==> src/rtl/mem_bus_master_pkg.sv <==
// rtl/mem_bus_master_pkg.sv - shared encodings for the memory bus master
package mem_bus_master_pkg;

  typedef enum logic [1:0] {
    IDLE   = 2'd0,
    ACCESS = 2'd1,
    RESP   = 2'd2
  } state_t;

  localparam logic FETCH = 1'b0;
  localparam logic DATA  = 1'b1;

  localparam logic RD = 1'b0;
  localparam logic WR = 1'b1;

  localparam logic MEM = 1'b0;
  localparam logic IO  = 1'b1;

endpackage

==> src/rtl/mem_bus_master_rr_arb2.sv <==
// rtl/mem_bus_master_rr_arb2.sv - two-way round-robin arbiter remembering the last winner
module rr_arb2
  import mem_bus_master_pkg::*;
(
  input  logic       clk,
  input  logic       rst_n,
  input  logic [1:0] req,
  input  logic       update,
  output logic       gnt_valid,
  output logic       gnt_id
);

  logic last_grant;

  assign gnt_valid = |req;

  // On a tie the client that did not win last time goes first.
  always_comb begin
    gnt_id = FETCH;
    if (req[DATA] && req[FETCH]) begin
      gnt_id = ~last_grant;
    end else if (req[DATA]) begin
      gnt_id = DATA;
    end
  end

  always_ff @(posedge clk or negedge rst_n) begin
    if (!rst_n) begin
      last_grant <= FETCH;
    end else if (update && gnt_valid) begin
      last_grant <= gnt_id;
    end
  end

endmodule

==> src/rtl/mem_bus_master.sv <==
// rtl/mem_bus_master.sv - arbitrates fetch and data clients onto the memory/IO export bus
module mem_bus_master
  import mem_bus_master_pkg::*;
#(
  parameter int DW  = 16,
  parameter int AW  = 16,
  parameter int LAT = 1
) (
  input  logic          clk,
  input  logic          rst_n,
  input  logic          if_req,
  input  logic [AW-1:0] if_addr,
  output logic          if_ack,
  output logic [DW-1:0] if_rdata,
  input  logic          d_req,
  input  logic          d_we,
  input  logic          d_io,
  input  logic [AW-1:0] d_addr,
  input  logic [DW-1:0] d_wdata,
  output logic          d_ack,
  output logic [DW-1:0] d_rdata,
  output logic          bus_en,
  output logic          bus_rw,
  output logic          bus_memio,
  output logic [AW-1:0] bus_addr,
  output logic [DW-1:0] bus_wdata,
  input  logic [DW-1:0] bus_rdata,
  output logic          busy
);

  localparam logic [3:0] LAT_CNT = 4'(LAT);

  state_t        state, state_n;
  logic          grant, grant_n;
  logic [3:0]    cnt, cnt_n;
  logic          bus_en_n, bus_rw_n, bus_memio_n;
  logic [AW-1:0] bus_addr_n;
  logic [DW-1:0] bus_wdata_n;
  logic          if_ack_n, d_ack_n, busy_n;
  logic [DW-1:0] if_rdata_n, d_rdata_n;
  logic          arb_update;
  logic          gnt_valid, gnt_id;

  rr_arb2 u_arb (
    .clk       (clk),
    .rst_n     (rst_n),
    .req       ({d_req, if_req}),
    .update    (arb_update),
    .gnt_valid (gnt_valid),
    .gnt_id    (gnt_id)
  );

  always_comb begin
    state_n     = state;
    grant_n     = grant;
    cnt_n       = cnt;
    bus_en_n    = bus_en;
    bus_rw_n    = bus_rw;
    bus_memio_n = bus_memio;
    bus_addr_n  = bus_addr;
    bus_wdata_n = bus_wdata;
    if_ack_n    = 1'b0;
    d_ack_n     = 1'b0;
    if_rdata_n  = if_rdata;
    d_rdata_n   = d_rdata;
    arb_update  = 1'b0;

    case (state)
      IDLE: begin
        if (gnt_valid) begin
          arb_update = 1'b1;
          state_n    = ACCESS;
          grant_n    = gnt_id;
          cnt_n      = 4'd1;
          bus_en_n   = 1'b1;
          if (gnt_id == DATA) begin
            bus_rw_n    = d_we;
            bus_memio_n = d_io;
            bus_addr_n  = d_addr;
            bus_wdata_n = d_wdata;
          end else begin
            bus_rw_n    = RD;
            bus_memio_n = MEM;
            bus_addr_n  = if_addr;
            bus_wdata_n = '0;
          end
        end
      end
      ACCESS: begin
        if (cnt == LAT_CNT) begin
          bus_en_n = 1'b0;
          state_n  = RESP;
          if (grant == FETCH) begin
            if_ack_n   = 1'b1;
            if_rdata_n = bus_rdata;
          end else begin
            d_ack_n = 1'b1;
            // Writes leave the last read word in place.
            if (bus_rw == RD) begin
              d_rdata_n = bus_rdata;
            end
          end
        end else begin
          cnt_n = cnt + 4'd1;
        end
      end
      RESP: begin
        state_n = IDLE;
      end
      default: begin
        state_n = IDLE;
      end
    endcase

    busy_n = (state_n != IDLE);
  end

  always_ff @(posedge clk or negedge rst_n) begin
    if (!rst_n) begin
      state     <= IDLE;
      grant     <= FETCH;
      cnt       <= 4'd0;
      bus_en    <= 1'b0;
      bus_rw    <= 1'b0;
      bus_memio <= 1'b0;
      bus_addr  <= '0;
      bus_wdata <= '0;
      if_ack    <= 1'b0;
      d_ack     <= 1'b0;
      if_rdata  <= '0;
      d_rdata   <= '0;
      busy      <= 1'b0;
    end else begin
      state     <= state_n;
      grant     <= grant_n;
      cnt       <= cnt_n;
      bus_en    <= bus_en_n;
      bus_rw    <= bus_rw_n;
      bus_memio <= bus_memio_n;
      bus_addr  <= bus_addr_n;
      bus_wdata <= bus_wdata_n;
      if_ack    <= if_ack_n;
      d_ack     <= d_ack_n;
      if_rdata  <= if_rdata_n;
      d_rdata   <= d_rdata_n;
      busy      <= busy_n;
    end
  end

endmodule

==> config.mk <==
export PLATFORM = sky130hd
export DESIGN_NAME = mem_bus_master
export DESIGN_NICKNAME = d
export VERILOG_FILES = /design/src/rtl/mem_bus_master_pkg.sv /design/src/rtl/mem_bus_master_rr_arb2.sv /design/src/rtl/mem_bus_master.sv
export SDC_FILE = /design/constraint.sdc
export NUM_CORES = 1
export LEC_CHECK = 0
export BUFFER_PORTS_ARGS = -buffer_cell sky130_fd_sc_hd__buf_4
export CAP_MARGIN = 15
export CORE_UTILIZATION = 51
export DETAILED_ROUTE_END_ITERATION = 7
export MAX_ROUTING_LAYER = met4
export PLACE_DENSITY = 0.84
export SLEW_MARGIN = 0
export SYNTH_ARGS = -nofsm -noshare
export SYNTH_HDL_FRONTEND = slang
export SYNTH_SLANG_ARGS = --single-unit
export TNS_END_PERCENT = 100
==> constraint.sdc <==
create_clock -name clk -period 2.45 [get_ports clk]
set_input_delay 0.245 -clock clk [delete_from_list [all_inputs] [get_ports clk]]
set_output_delay 0.245 -clock clk [all_outputs]
set_load 0.05 [all_outputs]
# After elaboration in Yosys (flattened, before gate mapping)
# Cells that the tools add are included.
# op_classes
add_sub_neg	1
eq_ne	5
muxes	23
bitwise_logic	3
n_reduce_logical	11
# op_table
op	count
2-to-1 mux 16 bit	2
2-to-1 mux 1 bit	14
AND reduction 3 bit	3
2-to-1 mux 4 bit	2
one-hot mux 4 bit (2 select lines)	1
adder 4 x 1 -> 4 bit (second input constant)	1
== test 4 x 1 -> 1 bit (second input constant)	1
2-to-1 mux 2 bit	2
!= test 2 bit (second input constant)	2
one-hot mux 2 bit (2 select lines)	1
AND reduction 4 bit	1
nonzero test 2 bit	2
NOT 1 bit	3
== test 2 x 1 -> 1 bit (second input constant)	1
logical AND 1 bit	2
zero test 2 bit	1
!= test 2 x 1 -> 1 bit (second input constant)	1
one-hot mux 1 bit (2 select lines)	1
AND reduction 2 bit	1
OR reduction 2 bit	1
# word_totals
register_bits	78
inputBits	70
word_cells	57

# Longest topological paths before layout
# Gate-level depths: netlist (run 1).
# logic_depth
ltp_word	4
depth_mapped	5
depth_no_buf	5

# Hierarchy
# A second synthesis (run 1) with hierarchy kept.
# unflattened
hier_cells	264
hier_area_um2	3231.8
# modules_own_cells
mod	instances	cells_per_inst	area_each_um2	seq_area_each_um2
mem_bus_master	1	259	3181.8	1926.8
rr_arb2	1	5	50.0	25.0

# Worst setup path after synthesis (run 1)
# Ideal clock, no wire load.
# synth_path
path_kind	reg-to-reg
from	register bus_rw
to	register d_rdata[10]
setup_ns	0.125
arrival_ns	1.517
path_slack_ns	0.808
stages_incl_launch_ff	5
n_path_buf	1
synth_period_minus_slack_ns	1.642
cell_sequence	dfrtp_1 > and2b_1 > nand4_4 > buf_4 > mux2_2
# synth_between
elab_chain_cells	2
# synth_lines
element	line_no	text
start, declared	mem_bus_master.sv:23	output logic bus_rw,
start signal, assigned	mem_bus_master.sv:138	bus_rw <= bus_rw_n;
NOT 1 bit (no line)	-	
AND reduction 4 bit (no line)	-	
end signal, assigned	mem_bus_master.sv:145	d_rdata <= d_rdata_n;
end, declared	mem_bus_master.sv:21	output logic [DW-1:0] d_rdata,
# No other way between the ends.
# A chain may end at the register's enable or synchronous reset.

# Final worst setup path (run 1)
# layout_path
from	register state[0]
to	register if_rdata[4]
# layout_between
elab_chain_cells	2
# layout_lines
element	line_no	text
start, declared	mem_bus_master.sv:33	state_t state, state_n;
start signal, assigned	mem_bus_master.sv:134	state <= state_n;
== test 2 x 1 -> 1 bit	mem_bus_master.sv:68	case (state)
AND reduction 3 bit (no line)	-	
end signal, assigned	mem_bus_master.sv:144	if_rdata <= if_rdata_n;
end, declared	mem_bus_master.sv:14	output logic [DW-1:0] if_rdata,
# No other way between the ends.

==> results of run 1 <==
## final timing paths
kind                                 endpoint         from
worst max-delay path              if_rdata[4]     state[0]
worst min-delay path               d_rdata[7]        rst_n
worst max register to register    if_rdata[4]     state[0]
max in group asynchronous       bus_wdata[10]        rst_n
min in group clk                bus_wdata[12]  d_wdata[12]
worst min register to register    if_rdata[4]  if_rdata[4]
## area by class of cell
| type | count | area, um2 | area share, % |
|---|---|---|---|
| Multi-Input combinational cell | 117 | 1170 | 26.3 |
| Clock buffer | 11 | 141 | 3.17 |
| Timing Repair Buffer | 140 | 1050 | 23.6 |
| Sequential cell | 77 | 1930 | 43.2 |
| Tap cell | 75 | 93.8 | 2.10 |
| Clock inverter | 5 | 58.8 | 1.32 |
| Inverter | 4 | 15.0 | 0.337 |
## synth_stat cells (2+ instances only)
master | instances | share of area, %
sky130_fd_sc_hd__nor2b_1 | 3 | 0.59
sky130_fd_sc_hd__nand3_1 | 3 | 0.47
sky130_fd_sc_hd__or2_1 | 2 | 0.39
sky130_fd_sc_hd__buf_6 | 3 | 1.1
sky130_fd_sc_hd__nor2_1 | 2 | 0.24
sky130_fd_sc_hd__buf_4 | 2 | 0.47
sky130_fd_sc_hd__a22o_1 | 18 | 4.9
sky130_fd_sc_hd__ha_1 | 2 | 0.79
sky130_fd_sc_hd__o21ai_0 | 2 | 0.31
sky130_fd_sc_hd__inv_1 | 4 | 0.47
sky130_fd_sc_hd__dfrtp_1 | 77 | 60
sky130_fd_sc_hd__buf_2 | 4 | 0.63
sky130_fd_sc_hd__mux2_2 | 63 | 22
## layer usage
layer	share of wire (%)	vias to the layer above	routed length [um]
met3	3.5	18	247
met4	2.7	0	185
met5	0	-	0
met1	39	1097	2680
li1	-	1032	-
met2	55	70	3850
## sequential cells by signal (all words and copies together), names as in the netlist, 2 cells and up
signal and cells:
bus_addr 16, bus_wdata 16, d_rdata 16, if_rdata 16
cnt 4, state 2
## layout by cell type, fill, tap and decap left out, types with 2 or more instances in the layout
cell / netlist / layout
sky130_fd_sc_hd__mux2_2: 63 / 63
sky130_fd_sc_hd__inv_1: 4 / 4
sky130_fd_sc_hd__clkbuf_8: 0 / 10
sky130_fd_sc_hd__clkinvlp_4: 0 / 2
sky130_fd_sc_hd__nor2_1: 2 / 2
sky130_fd_sc_hd__nand3_1: 3 / 3
sky130_fd_sc_hd__dfrtp_1: 77 / 77
sky130_fd_sc_hd__nor2b_1: 3 / 3
sky130_fd_sc_hd__buf_4: 2 / 140
sky130_fd_sc_hd__o21ai_0: 2 / 2
sky130_fd_sc_hd__a22o_1: 18 / 18
sky130_fd_sc_hd__ha_1: 2 / 2
sky130_fd_sc_hd__or2_1: 2 / 2
## per-stage QoR
| stage | util, % | instance area (um2) | hold slack, ps | instances | setup WS [ps] |
|---|---|---|---|---|---|
| floorplan | - | 3190 | -50.6 | 207 | 808 |
| global placement | 71.6 | 4260 | 444 | 413 | 671 |
| detailed placement | 71.6 | 4260 | 449 | 413 | 588 |
| CTS | 74.9 | 4460 | 77.0 | 429 | 592 |
| global route | 74.9 | 4460 | 101 | 429 | 431 |
| finish | 74.9 | 4460 | 39.0 | 429 | 616 |
## cells by family (layout without fill, tap and decap cells)
kind of cell    Yosys count  in the layout  share of synthesized area, %
compound gates           29             29                          7.74
flops                    77             77                          60.5
buf+inv                  13            160                          2.63
simple gates             22             22                          5.73
fa+ha+maj                 2              2                         0.785
mux                      64             64                          22.6
==> results.txt, run 1 <==
- Area growth from synthesis to layout: 40.1%
- Clock tree from TritonCTS: yes
* Mapped Nets: approximately 280
- The max-slew violation total from the final report was 0.
* Congestion Overflow GR: 0
- CTS max path bufs: 2
* Die X: approximately 81 um
* Top flip-flop cell by instance count after synthesis: sky130_fd_sc_hd__dfrtp_1
* Number of global-route vias before repair: about 2,300
* Vias post-DR: about 2,200
- Data required time of the worst path: approximately 2700 ps
- Ratio of routed vias to standard cells: ~5.2
- Number of standard-cell rows in the floorplan: 28
- Number of cells on the worst reg-to-reg path: 3
- Counting flops with an async set or reset pin after synthesis yields a share of 100%.
- The number of antenna violations at the first check in global routing is 0.
* Starting Density: 53.5%
* Maximum number of pins on one net before global-route repair: slightly below 80
* Top-Level Pins: between 100 and 150
* Standard cell core area: 0.00596 mm2
- Worst Clk Skew: about 9.8 ps
* Setup bufs post-CTS: 0
- Post-synthesis sequential element count: 77
- Wire per inst: 16.2 um
- Largest stage delay on the critical path: roughly 530 ps
- Hold_buf cts: 0
- Fill count: between 300 and 400
* Total wirelength of the detailed-routed design: 6960 um
- The die covers 0.00657 mm2.
* EDFF count, synth: 0
- Buffers & Inverters on Critical Path: 0
- Library cell used as clock root buffer: sky130_fd_sc_hd__clkbuf_8
- Part of the cycle the worst path needs: about three quarters
* Number of design-rule violations left by the first detailed-router iteration: ~130
- Htree depth: 3
- The repair_antennas step left the layout with diodes totalling 0.
* Port bufs: 139
- TritonCTS buffer count: 9
- After clock tree synthesis, the clock-pin slew on the worst setup and hold paths is 80 ps.
- The first global-routing pass estimated 11,000 um of wire.
- Max Clk Rate: roughly 0.55 GHz
* Number of distinct library cell variants in the gate-level netlist after synthesis: 35
- For this run, the number of Yosys warnings is 0.
- Seq/Total Area, Yosys: about 60%
- Worst Setup End Kind: flop
* Min-delay worst type: input pin to asynchronous set/reset pin
- Detailed placement ended at an HPWL of roughly 5000 um.
* Busiest metal layer after global routing: met2
- Setup repair after global routing left no endpoint under its margin.
- Measured along the y axis, the die boundary spans between 80 and 90 um.
- The final number of hold-violating endpoints came to 0.
- Met1 usage in global routing: about a quarter
- Critical path peak fanout: 17
- Global router's overall resource usage: between 20% and 30%
- Summing every instance area after synthesis gives about 0.0032 mm2.
* Number of instances resized during post-cts repair: 0
* Slew headroom: 37.5%
- FF-to-FF setup slack: approximately 620 ps
- Maxcap violations: 0
- The worst setup path is launched from a flop.
- First-pass detailed-route iteration total: 4
- At the end of routability-driven placement, the weighted congestion stood at approximately 0.75.
- Critical path start-end classification: flop to flop
- Summed over all failing endpoints, the final setup total negative slack is 0 ps.
- In the final design database the tool counted roughly 420 nets.
* Synth Area per Inst: ~15 um2
- Number of nets with antenna violations after routing: 0
* Ordered list of cells on the worst path: nor2b_1, nand4b_4, mux2_1
- For this run, global-route usage on met3 was measured as roughly 4.2%.
* DRC violation count after routing: 0
- Setup violations remaining at the end of the flow were counted as 0.
- Number of cells on the critical path: 3
- Clock latency on the worst-skew pair, taken at its later pin, is between 300 and 400 ps.
- The post-route netlist has a little under two thirds of its cells at a drive strength greater than 1.
- Data on the critical path arrives at its endpoint at between 2000 and 2500 ps.
- Pin slew with the least headroom to its limit: 937 ps
- Clock Sink Count: 77
- The flow ran to the end, and the final reports show no timing, DRC or antenna violations.
* Final Critical Period: 1830 ps
- The slowest stage of the critical path belongs to the cell sky130_fd_sc_hd__nor2b_1.
- Met2 Usage GRT: roughly two fifths
- After technology mapping, the gate count stands at about 210.
- Critical path's top delay family: simple AND/OR/NAND/NOR gates
Power of run 1 is left out: the tool's default activity adds up to more than one toggle a clock period on the data nets, which glitch-free logic cannot reach.
==> run 2, diff against run 1 <==
--- a/config.mk
+++ b/config.mk
@@ -7,10 +7,10 @@
 export LEC_CHECK = 0
 export BUFFER_PORTS_ARGS = -buffer_cell sky130_fd_sc_hd__buf_4
 export CAP_MARGIN = 15
-export CORE_UTILIZATION = 51
+export CORE_UTILIZATION = 47
 export DETAILED_ROUTE_END_ITERATION = 7
 export MAX_ROUTING_LAYER = met4
-export PLACE_DENSITY = 0.84
+export PLACE_DENSITY = 0.78
 export SLEW_MARGIN = 0
 export SYNTH_ARGS = -nofsm -noshare
 export SYNTH_HDL_FRONTEND = slang
==> constraint.sdc (replaced) <==
create_clock -name clk -period 1.9 [get_ports clk]
set_input_delay 0.19 -clock clk [delete_from_list [all_inputs] [get_ports clk]]
set_output_delay 0.19 -clock clk [all_outputs]
set_load 0.05 [all_outputs]
==> run 2 against run 1 <==
  * Final area grew 1.2%
  * Core utilization shrank 5.0 points
  * Non-clock buffer count grew 5
  * Clock-buffer cell count shrank 1
  * Setup slack lost 400 ps
  * The run now ends with design-rule violations left
  * Sequential share of layout area shrank 0.51 points
  * Routed wire length shrank 9.0%
  * Global-route usage shrank 3.6 points
  * First-iteration DRC count shrank 50%
  * Flip-flop and latch count is the same
==> results.txt, run 2 (same netlist as run 1, synthesis figures left out) <==
- Fraction of final layout cells with drive strength greater than 1: 63.8% (+0.23 points)
- Ratio of routed vias to standard cells: 5.09 (-1.5%)
* Worst hold path stage count: 2
* Number of standard-cell rows in the floorplan: 29 (+3.6%)
- Weighted congestion at the end of routability-driven global placement: 0.780 (+4.2%)
- Starting Density: 49.3% (-4.2 points)
- The met2 wire length came to 3130 um (-19%).
- Outcome: finished, violations left
* Routed wire length on met3: 464 um (+88%)
* Part of the cycle the worst path needs: 88.7% (+14 points)
- Highest metal layer with signal wires: met4
- The endpoint identified for the worst register-to-register timing path is bus_wdata[9].
- Vertical die dimension: 84.3 um (+4.1%)
- Number of cells on the worst reg-to-reg path: 3 (unchanged)
- Final Critical Period: 1690 ps (-148 ps)
- Reg-to-reg critical path startpoint: state[1]
- The first-iteration detailed-routing DRC count is 64 (-50%).
* Final net count: 426 (+1.2%)
- The remaining max-slew budget at the tightest pin came to 55.9% (+18 points).
- The clock latency on the worst-skew pair was 350 ps (+20 ps).
* Number of antenna violations at the first check in global routing: 0 (unchanged)
- The maximum clock frequency came to 0.593 GHz (+8.8%).
- Worst Clk Skew: 12.2 ps (+2.36 ps)
* Post-layout instance area: 0.00452 mm2 (+1.2%)
- Detail Placement HPWL: 4610 um (-7.9%)
* Clock tree from TritonCTS: yes
* Area growth from synthesis to layout: 41.8%
- Data required time of the worst path: 2140 ps (-520 ps)
* Congestion Overflow GR: 0 (unchanged)
* Hold Startpoint: d_wdata[4]
- The peak fanout along the critical path came to 20 (+3).
* Global router's overall resource usage: 19.5% (-3.6 points)
* Die Footprint: 0.00711 mm2 (+8.3%)
- Final Hold Vio Count: 0 (unchanged)
* Clock Sink Count: 77 (unchanged)
- Number of global-route vias before repair: 2,264 (-3.6%)
- The final setup violation count was 0 (unchanged).
- The core footprint came to 0.00646 mm2 (+8.4%).
- Htree depth: 3 (unchanged)
- The final sum of negative setup slack is 0 ps (unchanged).
- CTS max path bufs: 2 (unchanged)
* Worst Setup End Kind: flop
- First-pass detailed-route iteration total: 8 (+4)
* Port bufs: 139 (unchanged)
- The antenna violation net count after detailed routing came to 0 (unchanged).
* Number of slew-limit violations in the final report: 0 (unchanged)
- Die X: 84.3 um (+4.1%)
- Fill count: 458 (+15%)
- The maximum number of pins on one net before global-route repair was 45 (-42%).
* Antenna Cells: 0 (unchanged)
- The path class of the tightest hold or removal check is input pin to flop.
- The worst reg-to-reg setup slack is 210 ps (-400 ps).
* Wire length of the first global-routing pass: 10,400 um (-5.7%)
- The post-route DRC violation count was 10 (+10).
* Maxcap violations: 0 (unchanged)
- Clock-pin slew on the worst setup and hold paths: 80 ps (about the same)
- Kind of launch point of the worst setup path: flop
* Wire per inst: 14.5 um (-10%)
- The worst setup path is of the flop to flop kind.
* Library cell used as clock root buffer: sky130_fd_sc_hd__clkbuf_8
- Placed cell area: 0.00431 mm2 (+1.1%)
* Post-route met1 wirelength: 2630 um (-2.0%)
- The total clock buffers created by CTS came to 9 (unchanged).
- The via count of the routed design came to 2,219 (+0.090%).
- Setup repair after global routing left no endpoint under its margin.
* End point of the worst hold path: bus_wdata[4]
- Most common cell after layout, fill and taps aside: sky130_fd_sc_hd__buf_4
- Total wirelength of the detailed-routed design: 6340 um (-9.0%)
- The I/O pin total was 140 (unchanged).
* Worst Path Arrival: 1920 ps (-130 ps)
* Failing checks: design-rule violations
* Pin slew with the least headroom to its limit: 661 ps (-276 ps)
- In the layout the commonest cells are sky130_fd_sc_hd__buf_4 (143), sky130_fd_sc_hd__dfrtp_1 (77), sky130_fd_sc_hd__mux2_2 (63), sky130_fd_sc_hd__a22o_1 (18), sky130_fd_sc_hd__clkbuf_8 (9).
==> run 2: cell count changes in the layout (fill, tap and decap cells not counted), sizes merged <==
cell,previous run,this run
buf,140,144
clkinvlp,2,1
clkinv,1,2
dlygate4sd3,0,1
clkbuf,11,10
inv,5,6
==> run 2: area by class of cell <==
type	instances	area (um2)	area share, %
repair buffers	145	1100	24.4
clock inverters	6	71.3	1.58
inverters	4	15.0	0.333
well taps	77	96.3	2.13
flip-flops and latches	77	1930	42.7
clock buffers	10	128	2.83
multi-input cells	117	1170	26.0
==> run 2: through the flow <==
step,cells,setup slack [ps],hold WS [ps],util (%)
floorplan,207,258,-106,-
global placement,419,236,160,66.7
detailed placement,419,221,165,66.7
CTS,436,214,41.2,69.9
global route,436,92.2,42.3,69.9
finish,436,214,54.8,69.9
==> run 2: worst max-delay path by stage <==
| stage | cells after the start | to | startpoint |
|---|---|---|---|
| 2_1_floorplan | 4 | d_rdata[10] | bus_rw |
| 3_3_place_gp | 3 | bus_addr[15] | state[1] |
| 3_5_place_dp | 3 | bus_wdata[9] | state[1] |
| 4_1_cts | 3 | bus_wdata[9] | state[1] |
| 5_1_grt | 5 | cnt[0] | cnt[1] |
| 6_report | 3 | bus_wdata[9] | state[1] |
==> run 2: critical path, cell delays in order, from the launching register on <==
cell	delay [ps]
sky130_fd_sc_hd__dfrtp_1	400
sky130_fd_sc_hd__or2_1	350
sky130_fd_sc_hd__or2_1	500
sky130_fd_sc_hd__a22o_1	330
==> run 2: what timing repair did <==
action                                 in CTS  in global routing
resized for setup                           0                  0
endpoints found under the hold margin      33                  0
hold buffers                                1                  0
setup buffers                               0                  0
==> run 2: metal layers <==
metal  up-vias  global-route usage [%]
li1       1044                       -
met1      1078                    22.2
met2        87                    32.0
met3        10                    4.92
met4         0                    9.87
met5         -                       -
Power of run 2 is left out for the same reason.
==> run 3, diff against run 2 <==
--- a/config.mk
+++ b/config.mk
@@ -7,10 +7,10 @@
 export LEC_CHECK = 0
 export BUFFER_PORTS_ARGS = -buffer_cell sky130_fd_sc_hd__buf_4
 export CAP_MARGIN = 15
-export CORE_UTILIZATION = 47
+export CORE_UTILIZATION = 42
 export DETAILED_ROUTE_END_ITERATION = 7
 export MAX_ROUTING_LAYER = met4
-export PLACE_DENSITY = 0.78
+export PLACE_DENSITY = 0.71
 export SLEW_MARGIN = 0
 export SYNTH_ARGS = -nofsm -noshare
 export SYNTH_HDL_FRONTEND = slang
==> run 3 against run 2 <==
  * The run now ends clean
  * Global-route usage down 2.1 points
  * Clock skew about the same
  * Sequential share of layout area down 0.56 points
  * Hold slack better by 4.1 ps
  * Setup slack better by 0.95 ps
  * Critical path depth unchanged
==> results.txt, run 3 (same netlist as run 1, synthesis figures left out) <==
* Outcome: finished clean
- The critical path is of the flop to flop type.
- Setup bufs post-CTS: 0 (unchanged)
- The clock transition at the registers of the reported paths was 90 ps (about the same).
* Max Clk Rate: 0.594 GHz (about the same)
- Setup TNS: 0 ps (unchanged)
* First-pass detailed-route iteration total: 4 (-4)
- Global router's overall resource usage: 17.4% (-2.1 points)
- Number of nets with antenna violations after routing: 0 (unchanged)
- The count of port buffers added during placement is 139 (unchanged).
- The maximum clock skew at final layout is 12.4 ps (+0.181 ps).
- TritonCTS built the clock tree.
- The max-slew violation total from the final report came to 0 (unchanged).
- The share of the clock period used by the worst path after layout was 88.7% (about the same).
- Largest stage delay on the critical path: 490 ps (about the same)
- The final layout net count is 426 (unchanged).
- Following the worst setup path forward leads to its endpoint at bus_wdata[6].
* Number of cells on the worst reg-to-reg path: 3 (unchanged)
- Number of standard-cell rows in the floorplan: 31 (+6.9%)
- On the critical path, the stage with the largest delay is an instance of sky130_fd_sc_hd__or2_1.
- Reg2Reg Capture Point: bus_wdata[6]
* TritonCTS buffer count: 9 (unchanged)
* Commonest non-fill, non-tap cells in the layout: sky130_fd_sc_hd__buf_4 (143), sky130_fd_sc_hd__dfrtp_1 (77), sky130_fd_sc_hd__mux2_2 (63), sky130_fd_sc_hd__a22o_1 (18), sky130_fd_sc_hd__clkbuf_8 (10)
* Number of global-route vias before repair: 2,091 (-7.6%)
- Worst Setup End Kind: flop
- Library cell used as clock root buffer: sky130_fd_sc_hd__clkbuf_8
- From synthesis to final layout, the design area changed by 43.6%.
* Number of design-rule violations left by the first detailed-router iteration: 27 (-58%)
* Cell with the most instances on the worst path: sky130_fd_sc_hd__or2_1
* Worst Path Arrival: 1910 ps (about the same)
- Starting Density: 43.7% (-5.6 points)
* Maximum number of pins on one net before global-route repair: 47 (+4.4%)
- Standard cell core area: 0.00729 mm2 (+13%)
* Kind of launch point of the worst setup path: flop
* Reg-to-reg critical path startpoint: state[1]
- The half-perimeter wire length after detailed placement came to 4620 um (+0.15%).
* Final Critical Period: 1680 ps (-0.954 ps)
- The remaining max-slew budget at the tightest pin was 55.7% (-0.18 points).
* FF-to-FF setup slack: 220 ps (about the same)
- CTS max path bufs: 2 (unchanged)
* Htree depth: 3 (unchanged)
- The number of diodes was 0 (unchanged).
* Final setup violation count: 0 (unchanged)
- Congestion Overflow GR: 0 (unchanged)
- Data required time of the worst path: 2130 ps (about the same)
* Most common cell after layout, fill and taps aside: sky130_fd_sc_hd__buf_4
- The detailed-route vias per instance is 4.76 (-6.6%).
* Critical path peak fanout: 20 (unchanged)
* Vias post-DR: 2,178 (-1.8%)
- Setup repair after global routing missed its margin: no
- Wire length of the first global-routing pass: 9980 um (-3.7%)
- The critical path starts at state[1].
* Weighted congestion at the end of routability-driven global placement: 0.747 (-4.1%)
- The overall die area is 0.00794 mm2 (+12%).
- Pin slew with the least headroom to its limit: 664 ps (+2.67 ps)
- The final number of hold-violating endpoints was 0 (unchanged).
- The final core area utilization is 62.7% (-7.2 points).
- Wire per inst: 13.8 um (-5.4%)
* Top-Level Pins: 140 (unchanged)
* Total wirelength of the detailed-routed design: 6300 um (-0.58%)
- Die X: 89.1 um (+5.7%)
- Clock Sink Count: 77 (unchanged)
* Number of antenna violations at the first check in global routing: 0 (unchanged)
- Ordered list of cells on the worst path: or2_1, or2_1, a22o_1
* Clk_lat worst skew: 340 ps (about the same)
- The worst hold path belongs to the class input pin to flop.
- Maxcap violations: 0 (unchanged)
- Vertical die dimension: 89.1 um (+5.7%)
- DRC violation count after routing: 0 (-10)
- Fraction of final layout cells with drive strength greater than 1: 64.1% (+0.28 points)
-- run 3: changes by cell type in the layout (fill, tap and decap cells not counted) --
cell	delta
sky130_fd_sc_hd__clkinv_2	-1
sky130_fd_sc_hd__bufinv_16	+1
sky130_fd_sc_hd__clkbuf_8	+1
sky130_fd_sc_hd__clkinv_4	+1
sky130_fd_sc_hd__inv_8	-1
sky130_fd_sc_hd__clkbuf_1	-1
-- run 3: per-layer routing --
layer | vias to the layer above | part of all wire, % | track usage, % | wire length [um]
met1 | 1035 | 43 | 20.8 | 2710
met2 | 84 | 50 | 27.7 | 3120
met3 | 4 | 6.5 | 5.26 | 409
li1 | 1055 | - | - | -
met4 | 0 | 0.94 | 6.49 | 59
met5 | - | 0 | - | 0
-- run 3: final cells by class --
class | count | area, um2
clock buffers | 10 | 138
clock inverters | 6 | 93.8
fillers | 596 | 2720
inverters | 4 | 15.0
multi-input cells | 117 | 1170
flip-flops and latches | 77 | 1930
well taps | 99 | 124
repair buffers | 145 | 1100
-- run 3: stage by stage --
| stage | cells | hold WS [ps] | worst slack [ps] | area, um2 |
|---|---|---|---|---|
| after floorplan | 207 | -106 | 258 | 3190 |
| after global placement | 441 | 149 | 240 | 4330 |
| after detailed placement | 441 | 154 | 203 | 4330 |
| after CTS | 458 | 40.6 | 200 | 4580 |
| after global routing | 458 | 32.1 | 102 | 4580 |
| final | 458 | 58.8 | 215 | 4580 |
-- run 3: worst min path at each step --
| stage | start | end | cells past startpoint |
|---|---|---|---|
| after floorplan | rst_n | bus_addr[0] | 0 |
| after global placement | rst_n | d_rdata[6] | 1 |
| after detailed placement | rst_n | d_rdata[6] | 1 |
| after CTS | d_wdata[0] | bus_wdata[0] | 2 |
| after global routing | d_wdata[13] | bus_wdata[13] | 2 |
| final | d_wdata[13] | bus_wdata[13] | 2 |
-- run 3: repair_timing --
item                                   4_1_cts  5_1_grt
resized for setup                            0        0
hold buffers                                 1        0
endpoints found under the hold margin       31        0
-- run 3: critical path, delay by kind of cell, from the launching register on --
family | cells | cell delay [ps]
and+or+nand+nor | 2 | 830
DFF | 1 | 400
AOI/OAI and AO/OA | 1 | 330
Power of run 3 is left out for the same reason.
